[src/rtl/hex_share_arbiter_if.sv]
// hex_share_arbiter_if
// Bundles the request/value inputs and the grant/display outputs of the
// shared HEX digit arbiter.
//   req  : per-requester level request (bit i = requester i)
//   vals : packed 2-bit values, requester i owns vals[2i+1:2i]
//   gnt  : one-hot registered grant, zero when idle
//   ack  : one-cycle pulse to the granted requester in its last display cycle
//   hex  : active-low segment pattern {g,f,e,d,c,b,a}
//   busy : high while a grant is active
// The master modport is the requester side; the slave modport is the arbiter.
interface hex_share_arbiter_if #(
    parameter int N_REQ = 4
);
    logic [N_REQ-1:0]   req;
    logic [2*N_REQ-1:0] vals;
    logic [N_REQ-1:0]   gnt;
    logic [N_REQ-1:0]   ack;
    logic [6:0]         hex;
    logic               busy;

    modport master (
        output req,
        output vals,
        input  gnt,
        input  ack,
        input  hex,
        input  busy
    );

    modport slave (
        input  req,
        input  vals,
        output gnt,
        output ack,
        output hex,
        output busy
    );
endinterface

[src/rtl/hex_share_arbiter.sv]
// hex_share_arbiter
// Round-robin scheduler sharing one 7-segment HEX digit among N_REQ
// requesters. A granted requester's 2-bit value is latched and shown for
// DWELL cycles, the requester is acknowledged in the final cycle, and one
// blank cycle follows before the next arbitration.
// Ports:
//   clk   : system clock, rising edge
//   reset : asynchronous active-high reset
//   bus   : hex_share_arbiter_if slave modport (req, vals, gnt, ack, hex, busy)
module hex_share_arbiter #(
    parameter int N_REQ = 4,
    parameter int DWELL = 8
) (
    input  logic                clk,
    input  logic                reset,
    hex_share_arbiter_if.slave  bus
);
    localparam int CW = $clog2(DWELL + 1);
    localparam int LW = $clog2(N_REQ);

    localparam logic [0:0] IDLE = 1'b0;
    localparam logic [0:0] SHOW = 1'b1;

    logic [0:0]       state;
    logic [CW-1:0]    cnt;
    logic [LW-1:0]    last;
    logic [LW-1:0]    sel;
    logic             found;
    logic [1:0]       val_q;
    logic [N_REQ-1:0] gnt_q;
    logic [6:0]       hex_d;

    // Walk offsets from farthest to nearest so the nearest set request
    // after 'last' (wrapping) overwrites the others and wins.
    always_comb begin
        int idx;
        idx   = 0;
        sel   = last;
        found = 1'b0;
        for (int off = N_REQ; off >= 1; off--) begin
            idx = int'(last) + off;
            if (idx >= N_REQ) begin
                idx = idx - N_REQ;
            end
            if (bus.req[idx]) begin
                sel   = LW'(idx);
                found = 1'b1;
            end
        end
    end

    // Reset makes requester 0 the first choice by parking 'last' on the top
    // index; an interrupted grant is simply forgotten.
    always_ff @(posedge clk or posedge reset) begin
        if (reset) begin
            state <= IDLE;
            cnt   <= '0;
            last  <= LW'(N_REQ - 1);
            val_q <= '0;
            gnt_q <= '0;
        end else begin
            case (state)
                IDLE: begin
                    if (found) begin
                        state <= SHOW;
                        gnt_q <= {{(N_REQ-1){1'b0}}, 1'b1} << sel;
                        last  <= sel;
                        val_q <= bus.vals[{sel, 1'b0} +: 2];
                        cnt   <= CW'(DWELL - 1);
                    end
                end
                SHOW: begin
                    if (cnt == '0) begin
                        state <= IDLE;
                        gnt_q <= '0;
                    end else begin
                        cnt <= cnt - CW'(1);
                    end
                end
                default: state <= IDLE;
            endcase
        end
    end

    // Segment patterns match the team's 7-segment-to-value decoder.
    always_comb begin
        hex_d = 7'b1111111;
        if (state == SHOW) begin
            case (val_q)
                2'd0:    hex_d = 7'b1000000;
                2'd1:    hex_d = 7'b1111001;
                2'd2:    hex_d = 7'b0100100;
                default: hex_d = 7'b0110000;
            endcase
        end
    end

    assign bus.hex  = hex_d;
    assign bus.gnt  = gnt_q;
    assign bus.busy = (state == SHOW);
    assign bus.ack  = (state == SHOW && cnt == '0) ? gnt_q : '0;
endmodule

[src/flat_wrapper.sv]
// flat-port wrapper written by rule: the top's interface ports become plain ports
module hex_share_arbiter_flat 
#(
    parameter int N_REQ = 4,
    parameter int DWELL = 8
)
  (clk, reset, bus_req, bus_vals, bus_gnt, bus_ack, bus_hex, bus_busy);
  hex_share_arbiter_if #(.N_REQ(N_REQ)) bus_i ();
  input  logic clk;
  input  logic reset;
  input wire logic [$bits(bus_i.req)-1:0] bus_req;
  input wire logic [$bits(bus_i.vals)-1:0] bus_vals;
  output wire logic [$bits(bus_i.gnt)-1:0] bus_gnt;
  output wire logic [$bits(bus_i.ack)-1:0] bus_ack;
  output wire logic [$bits(bus_i.hex)-1:0] bus_hex;
  output wire logic [$bits(bus_i.busy)-1:0] bus_busy;
  assign bus_i.req = bus_req;
  assign bus_i.vals = bus_vals;
  assign bus_gnt = bus_i.gnt;
  assign bus_ack = bus_i.ack;
  assign bus_hex = bus_i.hex;
  assign bus_busy = bus_i.busy;
  hex_share_arbiter #(.N_REQ(N_REQ), .DWELL(DWELL)) u_core (.clk(clk), .reset(reset), .bus(bus_i));
endmodule
[config.mk]
export PLATFORM = sky130hd
export DESIGN_NAME = hex_share_arbiter_flat
export DESIGN_NICKNAME = d
export VERILOG_FILES = /design/src/rtl/hex_share_arbiter_if.sv /design/src/rtl/hex_share_arbiter.sv /design/src/flat_wrapper.sv
export SDC_FILE = /design/constraint.sdc
export NUM_CORES = 1
export LEC_CHECK = 0
export ABC_AREA = 1
export CAP_MARGIN = 10
export CORE_MARGIN = 4
export CORE_UTILIZATION = 46
export DETAILED_ROUTE_END_ITERATION = 16
export GPL_ROUTABILITY_DRIVEN = 0
export PLACE_DENSITY = 0.9
export SLEW_MARGIN = 40
export SYNTH_ARGS = -nofsm -noshare
export SYNTH_HDL_FRONTEND = slang
export SYNTH_SLANG_ARGS = --single-unit
[constraint.sdc]
create_clock -name clk -period 2.3 [get_ports clk]
set_clock_uncertainty 0.2 [all_clocks]
set_input_delay 0.575 -clock clk [delete_from_list [all_inputs] [get_ports clk]]
set_output_delay 0.575 -clock clk [all_outputs]
set_load 0.005 [all_outputs]
==> flow_summary.ini <==
[placement]
post_dp_cell_area_sq_um = 1340
dp_hpwl_um = 1830
io_buffers = 29
dp_slack_ns = -0.0550

[timing]
slew_violations = 0
timing.slew.headroom_pct = 68.6
period_share_pct = 101
finalWorstSetupSlack_ns = -0.0234
fin_crit_ns = 2.32
tightestPinTransition_ns = 0.470
setup_viol = 1
hold_viol_final = 0
fmax_ghz = 0.430
rsz0062_at_grt = yes

[logic_synthesis]
ys_warn_count = 0
synth_area_sq_um = 1010
synthAdderAreaFrac_pct = 2.49
synth-xor-area-share_pct = 0.871
postSynthAreaPerCell_sq_um = 7.13
ys_ff_latch = 13
synth_top_family_by_area = simple AND/OR/NAND/NOR gates
synth-compound-area-share_pct = 10.2
synth-simple-area-share_pct = 39.8
seq_area_frac_synth_pct = 32.6
synth_mux_area_share_pct = 0
syn_nets = 157
synthCells = 141
synth_cell_types = 27

[worst_setup_path]
endpoint_kind = output pin
arrival_ns = 1.55
cp_cell_sequence = inv_2 -> ha_4 -> nand4_1 -> buf_4 -> buf_6 -> nor2_4 -> buf_2
worstPathMaxFanout = 3
critPathKind = reg -> out
cp_num_buf_inv = 4
worstSetupStartpointType = flop
worst_path_largest_cell_delay_ns = 0.40
worstPathRequired_ns = 1.52
crit_slowest_cell = dfrtp_1
path_delay_family = buffers and inverters

[cells_and_area]
ff_latch_area_sq_um = 328
nFillCells = 144
final_layout_size_suffix_gt1_share_pct = 32.6
fin_nets = 204
multi_input_area_sq_um = 572
num_antenna_cells = 0
fin_area_sq_um = 1480
area_growth_pct = 46.6

[global_routing]
antenna_found_initial = 0
globalRoute.totalOverflow = 0
grt_use_total_pct = 20.1
grt_max_degree = 14
grt_first_pass_wirelength_um = 4270
first_global_vias = 1038

[detailed_routing]
vias = 1063
first_iter_violations = 31
first_pass_iters = 4
wl_per_cell_um = 12.9
wl_um = 2750
postRouteAntennaNets = 0
via_per_inst = 4.97
drc_errors = 0

[run_status]
status = complete, but fails checks
violations = negative setup slack

[floorplan]
die_area_sq_um = 3000
row_count = 16
io_pins = 30
die_h_um = 54.8
core-area_sq_um = 2020
die_w_um = 54.8
start_util_pct = 49.8

[pwr]
power.density_nw_per_um2 = 1460
p_leak_uw = 0.000767
ir_worst_vdd_v = 0.000964

[clocking]
cts_tree = done
cts.htree.levels = 1
clkSinkCount = 13
cts_inserted_buffers = 3
root_buffer = clkbuf_4
clkSlewWorstSetupHoldPaths_ns = 0.07
insertion_delay_ns = 0.30
postCtsHoldBufs = 0
clockBufferDepth = 2

[worst_hold_path]
hold_path_class = reg -> reg

[flow_run]
max_cap_violations = 0
-- where the power goes --
| group | internal [uW] | leakage (uW) | switching [uW] |
|---|---|---|---|
| registers | 342 | 0.000155 | 109 |
| clock network | 67.7 | 0.0000150 | 82.9 |
| logic | 684 | 0.000597 | 862 |
| total | 1090 | 0.000767 | 1050 |
-- cells by family (layout without fill, tap and decap cells) --
logic type                 after synthesis  after routing
AOI/OAI and AO/OA                       17             17
adders and majority gates                2              2
DFF                                     13             13
xor gates and xnor gates                 1              1
buffers and inverters                   30             76
and+or+nand+nor                         78             78
-- cell usage after synthesis --
cell	count	area [sq um]
nand3_2	2	20.0
a31oi_1	1	6.26
inv_2	2	7.51
inv_6	1	8.76
o21ai_2	1	8.76
buf_4	1	7.51
o21a_1	2	15.0
inv_8	1	11.3
clkinv_4	1	8.76
a21oi_1	1	5.00
ha_1	2	25.0
nor2_1	4	15.0
buf_6	1	11.3
inv_1	23	86.3
o21ai_0	4	20.0
a21oi_2	1	8.76
nand4_1	1	6.26
o21ai_1	4	20.0
nand2_1	34	128
nand2_4	4	45.0
nor3_1	1	5.00
nand3_1	15	75.1
dfstp_2	2	52.6
o22ai_1	3	18.8
nand2_2	17	106
dfrtp_1	11	275
xor2_1	1	8.76
-- stage by stage --
step                      power (uW)  hold WS (ns)  TNS, ns  utilization [%]  std cells
after CTS                       2020         0.314        0             69.7        209
after detailed placement        1820         0.301   -0.112             66.3        199
after floorplan                 1400         0.251        0                -        141
final                           2150         0.342  -0.0234             73.0        214
after global placement          1770         0.294        0             66.3        199
after global routing            2340         0.362   -0.195             73.0        214
-- tightest hold or removal path: stages (launching register included) --
cell	delay [ns]
dfrtp_1	0.39
nand2_1	0.07
nand2_1	0.06
-- registers in the layout (all words and copies together) (netlist names) --
| name | cells |
|---|---|
| u_core.cnt | 4 |
| u_core.bus.busy | 1 |
| u_core.bus.gnt | 4 |
| u_core.last | 2 |
| u_core.val_q | 2 |
-- final cells by class --
class,count,share of cell area [%]
Sequential cell,13,22.2
Timing Repair Buffer,44,26.6
Clock buffer,4,1.78
Multi-Input combinational cell,98,38.8
Inverter,28,8.31
Tap cell,27,2.29
-- worst paths after layout --
kind / start / endpoint / slack (ns) / cells past startpoint
min reg2reg: u_core.val_q[0] / u_core.val_q[0] / 0.34 / 2
max reg2reg: u_core.last[0] / u_core.bus.gnt[1] / 0.25 / 10
max in group asynchronous: reset / u_core.last[1] / 1.18 / 2
min: u_core.val_q[0] / u_core.val_q[0] / 0.34 / 2
min in group asynchronous: reset / u_core.bus.gnt[0] / 0.38 / 2
max: u_core.cnt[1] / bus_ack[0] / -0.02 / 7
-- layout by cell type (no fill, tap or decap), types with 3 or more instances in the layout --
master           netlist  layout
nand3_1               15      15
buf_2                  0       4
nor2_4                 0       3
clkdlybuf4s50_1        0      24
nand2_1               34      34
dfrtp_1               11      11
buf_4                  1      13
o22ai_1                3       3
o21ai_1                4       6
nand2_2               17      17
inv_1                 23      20
inv_2                  2       5
nand2_4                4       4
clkbuf_4               0       3
-- metal layers --
layer	global-route usage [%]	vias up	routed length, um
met5	0	-	0
met4	8.30	0	48
met3	4.63	8	172
met2	32.9	38	1360
met1	25.0	487	1170
li1	-	530	-
-- what timing repair did --
| action | CTS | global route |
|---|---|---|
| endpoints found under the setup margin | 4 | 8 |
| resized for setup | 17 | 15 |
| buffers inserted | 6 | 5 |
| pin swaps | 3 | 3 |
(Power assumes the default switching activity.)
